$ cat config.mk
export PLATFORM = sky130hd
export DESIGN_NAME = alu_issue_ctrl
export DESIGN_NICKNAME = d
export VERILOG_FILES = /design/src/rtl/alu_issue_ctrl.sv
export SDC_FILE = /design/constraint.sdc
export NUM_CORES = 1
export LEC_CHECK = 0
export ABC_AREA = 1
export BUFFER_PORTS_ARGS = -buffer_cell sky130_fd_sc_hd__buf_4
export CORE_MARGIN = 5
export CORE_UTILIZATION = 51
export CTS_CLUSTER_SIZE = 10
export DETAILED_ROUTE_END_ITERATION = 8
export PLACE_DENSITY = 0.75
export SYNTH_ARGS = -nofsm -noshare
export SYNTH_HDL_FRONTEND = slang
export SYNTH_SLANG_ARGS = --single-unit
export TNS_END_PERCENT = 100
$ cat constraint.sdc
create_clock -name clk -period 2.35 [get_ports clk]
set_input_delay 0.47 -clock clk [delete_from_list [all_inputs] [get_ports clk]]
set_output_delay 0.47 -clock clk [all_outputs]
set_load 0.02 [all_outputs]
$ cat src/rtl/alu_issue_ctrl.sv
// alu_issue_ctrl: accepts ALU requests, drives the ALU, sequences MULT/MULTU as 32 shift-add steps.
// Latency: ALU ops respond 2 cycles after the accept cycle, multiply 34, illegal codes 1.
// Backpressure: one op in flight; req_ready only in IDLE, response held until rsp_ready.
// Optional: define ALU_ISSUE_MUL_EARLY_EXIT_EN to finish multiply once the remaining multiplier bits are zero.
module alu_issue_ctrl #(
    parameter int unsigned          DATA_W         = 32,
    parameter logic [DATA_W-1:0]    ILLEGAL_RESULT = '0
) (
    input  logic              clk,
    input  logic              rst_n,
    input  logic              req_valid,
    output logic              req_ready,
    input  logic [3:0]        req_op,
    input  logic [DATA_W-1:0] req_a,
    input  logic [DATA_W-1:0] req_b,
    output logic              rsp_valid,
    input  logic              rsp_ready,
    output logic [DATA_W-1:0] rsp_result,
    output logic [DATA_W-1:0] rsp_hi,
    output logic              rsp_zero,
    output logic              rsp_overflow,
    output logic              rsp_illegal,
    output logic [DATA_W-1:0] alu_operand0,
    output logic [DATA_W-1:0] alu_operand1,
    output logic [3:0]        alu_control,
    input  logic [DATA_W-1:0] alu_result,
    input  logic              alu_zero,
    input  logic              alu_overflow
);
    localparam logic [3:0] OP_ADD   = 4'b0000;
    localparam logic [3:0] OP_MULT  = 4'b0001;
    localparam logic [3:0] OP_MULTU = 4'b0010;
    localparam logic [3:0] OP_SUB   = 4'b0110;

    typedef enum logic [2:0] {S_IDLE, S_EXEC, S_MUL, S_FIX, S_RESP} state_t;

    state_t              state_q, state_d;
    logic [3:0]          op_q, op_d;
    logic [DATA_W-1:0]   a_q, a_d, b_q, b_d;
    logic [DATA_W-1:0]   acc_hi_q, acc_hi_d, mplier_q, mplier_d;
    logic [4:0]          cnt_q, cnt_d;
    logic [DATA_W-1:0]   rsp_result_q, rsp_result_d, rsp_hi_q, rsp_hi_d;
    logic                rsp_zero_q, rsp_zero_d, rsp_ovf_q, rsp_ovf_d, rsp_ill_q, rsp_ill_d;

    logic                is_mult, neg_prod, carry;
    logic [DATA_W-1:0]   mcand, mplier_init;
    logic [2*DATA_W-1:0] shifted, product, product_fix;

    function automatic logic [DATA_W-1:0] abs_w(input logic [DATA_W-1:0] v);
        return v[DATA_W-1] ? (~v + 1'b1) : v;
    endfunction

    assign req_ready    = (state_q == S_IDLE);
    assign rsp_valid    = (state_q == S_RESP);
    assign rsp_result   = rsp_result_q;
    assign rsp_hi       = rsp_hi_q;
    assign rsp_zero     = rsp_zero_q;
    assign rsp_overflow = rsp_ovf_q;
    assign rsp_illegal  = rsp_ill_q;

    // State and datapath registers; synchronous reset discards any op in flight.
    always_ff @(posedge clk) begin
        if (!rst_n) begin
            state_q      <= S_IDLE;
            op_q         <= '0;
            a_q          <= '0;
            b_q          <= '0;
            acc_hi_q     <= '0;
            mplier_q     <= '0;
            cnt_q        <= '0;
            rsp_result_q <= '0;
            rsp_hi_q     <= '0;
            rsp_zero_q   <= 1'b0;
            rsp_ovf_q    <= 1'b0;
            rsp_ill_q    <= 1'b0;
        end else begin
            state_q      <= state_d;
            op_q         <= op_d;
            a_q          <= a_d;
            b_q          <= b_d;
            acc_hi_q     <= acc_hi_d;
            mplier_q     <= mplier_d;
            cnt_q        <= cnt_d;
            rsp_result_q <= rsp_result_d;
            rsp_hi_q     <= rsp_hi_d;
            rsp_zero_q   <= rsp_zero_d;
            rsp_ovf_q    <= rsp_ovf_d;
            rsp_ill_q    <= rsp_ill_d;
        end
    end

    // Next-state, ALU drive and response capture.
    always_comb begin
        state_d      = state_q;
        op_d         = op_q;
        a_d          = a_q;
        b_d          = b_q;
        acc_hi_d     = acc_hi_q;
        mplier_d     = mplier_q;
        cnt_d        = cnt_q;
        rsp_result_d = rsp_result_q;
        rsp_hi_d     = rsp_hi_q;
        rsp_zero_d   = rsp_zero_q;
        rsp_ovf_d    = rsp_ovf_q;
        rsp_ill_d    = rsp_ill_q;
        alu_operand0 = '0;
        alu_operand1 = '0;
        alu_control  = OP_ADD;

        is_mult     = (op_q == OP_MULT);
        mcand       = is_mult ? abs_w(a_q) : a_q;
        mplier_init = (req_op == OP_MULT) ? abs_w(req_b) : req_b;
        // Unsigned carry out of acc_hi + mcand, recovered from the 32-bit ALU sum.
        carry       = (acc_hi_q[DATA_W-1] & mcand[DATA_W-1])
                    | ((acc_hi_q[DATA_W-1] ^ mcand[DATA_W-1]) & ~alu_result[DATA_W-1]);
        shifted     = mplier_q[0] ? {carry, alu_result, mplier_q[DATA_W-1:1]}
                                  : {1'b0, acc_hi_q, mplier_q[DATA_W-1:1]};
        product     = {acc_hi_q, mplier_q};
        neg_prod    = is_mult & (a_q[DATA_W-1] ^ b_q[DATA_W-1]);
        product_fix = neg_prod ? (~product + 1'b1) : product;

        case (state_q)
            S_IDLE: begin
                if (req_valid) begin
                    op_d     = req_op;
                    a_d      = req_a;
                    b_d      = req_b;
                    acc_hi_d = '0;
                    mplier_d = mplier_init;
                    cnt_d    = '0;
                    if (req_op >= 4'b1010) begin
                        rsp_result_d = ILLEGAL_RESULT;
                        rsp_hi_d     = '0;
                        rsp_zero_d   = (ILLEGAL_RESULT == '0);
                        rsp_ovf_d    = 1'b0;
                        rsp_ill_d    = 1'b1;
                        state_d      = S_RESP;
                    end else if (req_op == OP_MULT || req_op == OP_MULTU) begin
                        state_d = S_MUL;
`ifdef ALU_ISSUE_MUL_EARLY_EXIT_EN
                        if (mplier_init == '0) state_d = S_FIX;
`endif
                    end else begin
                        state_d = S_EXEC;
                    end
                end
            end
            S_EXEC: begin
                alu_operand0 = a_q;
                alu_operand1 = b_q;
                alu_control  = op_q;
                rsp_result_d = alu_result;
                rsp_hi_d     = '0;
                rsp_zero_d   = alu_zero;
                rsp_ovf_d    = alu_overflow & (op_q == OP_ADD || op_q == OP_SUB);
                rsp_ill_d    = 1'b0;
                state_d      = S_RESP;
            end
            S_MUL: begin
                alu_operand0 = acc_hi_q;
                alu_operand1 = mcand;
                alu_control  = OP_ADD;
                {acc_hi_d, mplier_d} = shifted;
                cnt_d = cnt_q + 5'd1;
                if (cnt_q == 5'd31) state_d = S_FIX;
`ifdef ALU_ISSUE_MUL_EARLY_EXIT_EN
                // Unused multiplier bits sit in the low 31-cnt positions after this step.
                if ((shifted[DATA_W-1:0] & ({1'b0, {(DATA_W-1){1'b1}}} >> cnt_q)) == '0) begin
                    {acc_hi_d, mplier_d} = shifted >> (5'd31 - cnt_q);
                    state_d = S_FIX;
                end
`endif
            end
            S_FIX: begin
                rsp_hi_d     = product_fix[2*DATA_W-1:DATA_W];
                rsp_result_d = product_fix[DATA_W-1:0];
                rsp_zero_d   = (product_fix == '0);
                rsp_ovf_d    = 1'b0;
                rsp_ill_d    = 1'b0;
                state_d      = S_RESP;
            end
            S_RESP: begin
                if (rsp_ready) state_d = S_IDLE;
            end
            default: state_d = S_IDLE;
        endcase
    end
endmodule
After elaboration in Yosys (flattened, before gate mapping) --
Index checks and enable logic that the tools add are counted.
Storage, ports and cells: register bits after elaboration 207, logic and storage cells 87
Cells by class: add/subtract/negate cells 4, magnitude comparators 1, eq/ne operators 13, muxes and demuxes 32, bitwise operators 11, reductions and logical operators 14
Operator list (count):
- $mux 32 | 8
- $pmux 32 s2 | 4
- $pmux 32 s3 | 2
- $mux 64 | 2
- $add 32x1->32 const B | 2
- $add 64x1->64 const B | 1
- $logic_not 64->1 | 1
- $not 32->32 | 2
- $not 64->64 | 1
- $mux 3 | 4
- $pmux 3 s4 | 1
- $pmux 5 s2 | 1
- $reduce_and 3->1 | 3
- $eq 4x1->1 const B | 2
- $eq 3x2->1 const B | 2
- $pmux 1 s3 | 2
- $add 5x1->5 const B | 1
- $eq 5x5->1 const B | 1
- $mux 5 | 1
- $and 1x1->1 | 4
- $eq 4x2->1 const B | 1
- $eq 4x3->1 const B | 1
- $ge 4x4->1 const B | 1
- $logic_not 4->1 | 1
- 17 further kinds | 26

Longest topological paths before layout --
word-level depth 9, mapped depth 20

Least setup slack after synthesis --
Ideal clock, no wire load.
path kind flip-flop to output port, start point register a_q[1], end point output port alu_operand1[30], arrival 2.031 ns, setup slack -0.151 ns, stages on the path, launching flop included 15, path buffers 0, cell sequence dfxtp_1 > inv_1 > ha_1 > nand3_2 > nor2_2 > nand2_2 > nor3_4 > nand2_1 > o21ai_2 > nand2_1 > nor2_1 > o21ai_1 > a21oi_1 > o21ai_0 > o21ai_0
Between the ends: cells in the longest elaborated chain, start to end 5
RTL lines:
- start: declaration | RTL line 39 | logic [DATA_W-1:0] a_q, a_d, b_q, b_d;
- start signal: assignment | RTL line 66 | a_q <= '0;
- start signal: assignment | RTL line 79 | a_q <= a_d;
- $not 32->32 | RTL line 50 | return v[DATA_W-1] ? (~v + 1'b1) : v;
- $add 32x1->32 | RTL line 50
- $mux 32 | RTL line 50
- $mux 32 | RTL line 111 | mcand = is_mult ? abs_w(a_q) : a_q;
- $pmux 32 s2 | RTL line 122 | case (state_q)
- end: declaration | RTL line 24 | output logic [DATA_W-1:0] alu_operand1,
No other way between the ends.

Worst setup path after layout --
start point register a_q[2], end point output port alu_operand1[29]
The elaborated chain is that of the path after synthesis.

==> summary.md <==
| Metric | Value |
|---|---|
| Placed Cells incl. Taps | `approximately 2800` |
| Mapped Cells | `2101` |
| Average cell area after synthesis | `6.099 um2` |
| PortBufs | `242` |
| RSZ-0062 raised after global routing | `yes` |
| Synth Register Bits | `207` |
| Status | `finished, violations left` |
| Fmax | `308.6 MHz` |
| Via/cell ratio | `6.126` |
| Max Cap Viol | `0` |
| R2R setup slack | `-0.23 ns` |
| CTS tree | `built` |
| Final setup fails | `69` |
| Worst hold-check path type | `in -> reg` |
| Share of cells above drive strength 1 | `31.44%` |
| Finished Cell Area | `0.01957 mm2` |
| Synth Warn # | `0` |
| Row Count | `58` |
| Root Driver | `clkbuf_16` |
| Worst vdd ir | `0.6240 mV` |
| Syn Nets | `approximately 2200` |
| GR Util All Layers | `41.18%` |
| Hold_buf cts | `0` |
| Worst-Skew Late Latency | `0.54 ns` |
| CP Max Fanout | `5` |
| Clock transition at the registers of the reported paths | `0.06 ns` |
| Lkg Pwr | `8.686 nW` |
| Num CTS Buffers | `25` |
| Die W | `168.5 um` |
| Antenna-violating nets left | `0` |
| Setup CP Type | `reg -> out` |
| Final Routed Wirelength | `65.96 mm` |
| Max clock buf depth | `3` |
| Core ar. | `0.02496 mm2` |
| Initial antenna violation count | `1` |
| Gpl congestion | `1.040` |
| Worst Setup End Kind | `output pin` |
| Clock Sink Count | `207` |
| Register area share after synthesis | `32.34%` |
| Startpoint type of the worst setup path | `flip-flop` |
| Chip Height | `168.5 um` |
| Leading area contributor after synthesis | `dfxtp_1` |
| Slew Limit Fails | `0` |
| TritonRoute pass-1 iters | `8` |
| Synth Flop Type | `dfxtp_1` |
| CP required | `1.88 ns` |
| 1st-iter DRT viols | `about 2300` |
| Vias in the first global route | `16320` |
| Placed Area | `approximately 0.017 mm2` |
| Area grow syn2layout | `52.69%` |
| CP arrival | `2.77 ns` |
| Top Ports | `~240` |
| Vias post-DR | `17890` |
| Relative max-transition margin | `54.42%` |
| Mapped cell area | `0.01281 mm2` |
| Initial core utilization | `~50%` |
| Post-route setup slack | `-0.8909 ns` |
| Violated checks | `negative setup slack` |
| DRC | `0` |
| Final Hold Fails | `0` |
| H-tree depth | `1` |
| Min Hold Slack | `about 0.22 ns` |
| Total gr overflow | `0` |
| EDFF count, synth | `0` |
| Worst-margin pin slew | `0.6774 ns` |
| Final HPWL DP | `45.50 mm` |
| Area share of the largest cell type after synthesis | `between 30% and 40%` |
| Die ar. | `0.02840 mm2` |
| Clock skew | `0.01030 ns` |
| Total Power | `0.01430 W` |
| Top post-synthesis cells by area | `dfxtp_1, nand2_1, nor2_1` |
| Final worst-path cycle share | `137.9%` |
| Final std cells w/o fill | `2920` |
| Min Tclk post-route | `~3.2 ns` |
| Post-synth top cells | `nand2_1, nor2_1, dfxtp_1` |
| Most frequent cell after synthesis | `nand2_1` |
| DR WL/cell | `22.59 um` |
| Power Density | `731.1 mW/mm2` |
| Distinct cell type count after synthesis | `46` |
| First-pass GRT wire length | `92.34 mm` |
| Largest net degree at the start of global routing | `126` |
| Fraction of registers with async set/reset | `0%` |
| Final net count | `2695` |
| Setup TNS | `-19.69 ns` |
per-layer routing:
metal | share of wire (%) | track usage (%) | wire (um) | vias to the layer above
met3 | 11 | 7.473 | 7473 | 342
met1 | 36 | 52.72 | 23870 | 8223
li1 | - | - | - | 7902
met5 | 0 | 0 | 0 | -
met2 | 45 | 64.81 | 29350 | 1422
met4 | 8.0 | 24.84 | 5262 | 0
worst max-delay path, cell delays in order (launching register included):
cell and delay [ns]:
dfxtp_2 0.33, nor3_4 0.21, nand3_2 0.16, nor3_4 0.21, nand4_1 0.17, buf_6 0.17
nor2_4 0.14, nand4_1 0.18, nand2_2 0.16, nand3_1 0.09, nand2_1 0.12, o22ai_1 0.12
buf_4 0.18
flip-flops by register name (all words and copies together), names as in the netlist, 4 cells and up:
register	cells
a_q	32
acc_hi_q	32
b_q	32
mplier_q	32
rsp_hi	32
rsp_result	32
cnt_q	5
op_q	4
power by group:
part / total [W] / internal [W] / switching, W
registers: 0.00418 / 0.00386 / 0.000311
logic: 0.00649 / 0.00254 / 0.00395
clock network: 0.00364 / 0.00210 / 0.00154
cells by family (layout without fill, tap and decap cells):
kind of cell	count (synthesis)	in the layout	synth area share, %
AOI/OAI and AO/OA	490	490	21.54
xor gates and xnor gates	21	21	1.435
adders and majority gates	6	6	0.5858
buffers and inverters	321	809	9.910
DFF	207	207	32.34
other	0	1	0
and+or+nand+nor	1056	1056	34.19
layout by cell type, fill, tap and decap left out, drive strengths merged, types with 2 or more instances in the layout:
| master | netlist | layout |
|---|---|---|
| a221oi | 5 | 5 |
| buf | 34 | 554 |
| a211oi | 14 | 14 |
| nor3 | 27 | 27 |
| o21ai | 158 | 158 |
| o22ai | 61 | 61 |
| xnor2 | 6 | 6 |
| a41oi | 2 | 2 |
| o221ai | 3 | 3 |
| nor4 | 7 | 7 |
| or2 | 9 | 9 |
| nand4 | 24 | 24 |
| bufbuf | 0 | 2 |
| o2111ai | 4 | 4 |
| xor2 | 15 | 15 |
| a31oi | 40 | 40 |
| clkbuf | 74 | 36 |
| nand3 | 108 | 108 |
| a21o | 2 | 2 |
| nand2 | 601 | 601 |
| a32oi | 4 | 4 |
| nand3b | 2 | 2 |
| inv | 213 | 214 |
| dfxtp | 207 | 207 |
| nor2 | 276 | 276 |
| o211ai | 6 | 6 |
| o32ai | 3 | 3 |
| a21oi | 186 | 186 |
| ha | 6 | 6 |
| nor3b | 2 | 2 |
cell type report:
cell class	instances	area (um2)
Clock buffer	31	678.2
Multi-Input combinational cell	1573	8414
Sequential cell	207	4169
Timing Repair inverter	2	18.77
Fill cell	1828	5398
Inverter	213	837.1
Timing Repair Buffer	561	4995
Tap cell	330	412.9
Antenna cell	1	2.502
Clock inverter	2	38.79
stage by stage:
stage          utilization [%]  worst slack, ns
2_1_floorplan                -         -0.06453
3_3_place_gp             66.46          -0.3229
3_5_place_dp             66.46          -0.3237
4_1_cts                  74.63          -0.7702
5_1_grt                  78.38          -0.9301
6_report                 78.38          -0.8909
path summary, 6_finish.rpt:
path                  startpoint                to  depth (start not counted)
hold reg to reg       rsp_hi[18]        rsp_hi[18]                          2
hold / removal    alu_result[28]    rsp_result[28]                          3
setup reg to reg         op_q[0]          rsp_zero                         22
setup / recovery          a_q[2]  alu_operand1[29]                         12
repair_timing:
item,CTS,global route
setup buffers,34,27
resized for setup,241,133
setup endpoints to repair,70,74
pin swaps,48,43
cloned,9,5
Power figures use the tool's default switching activity.
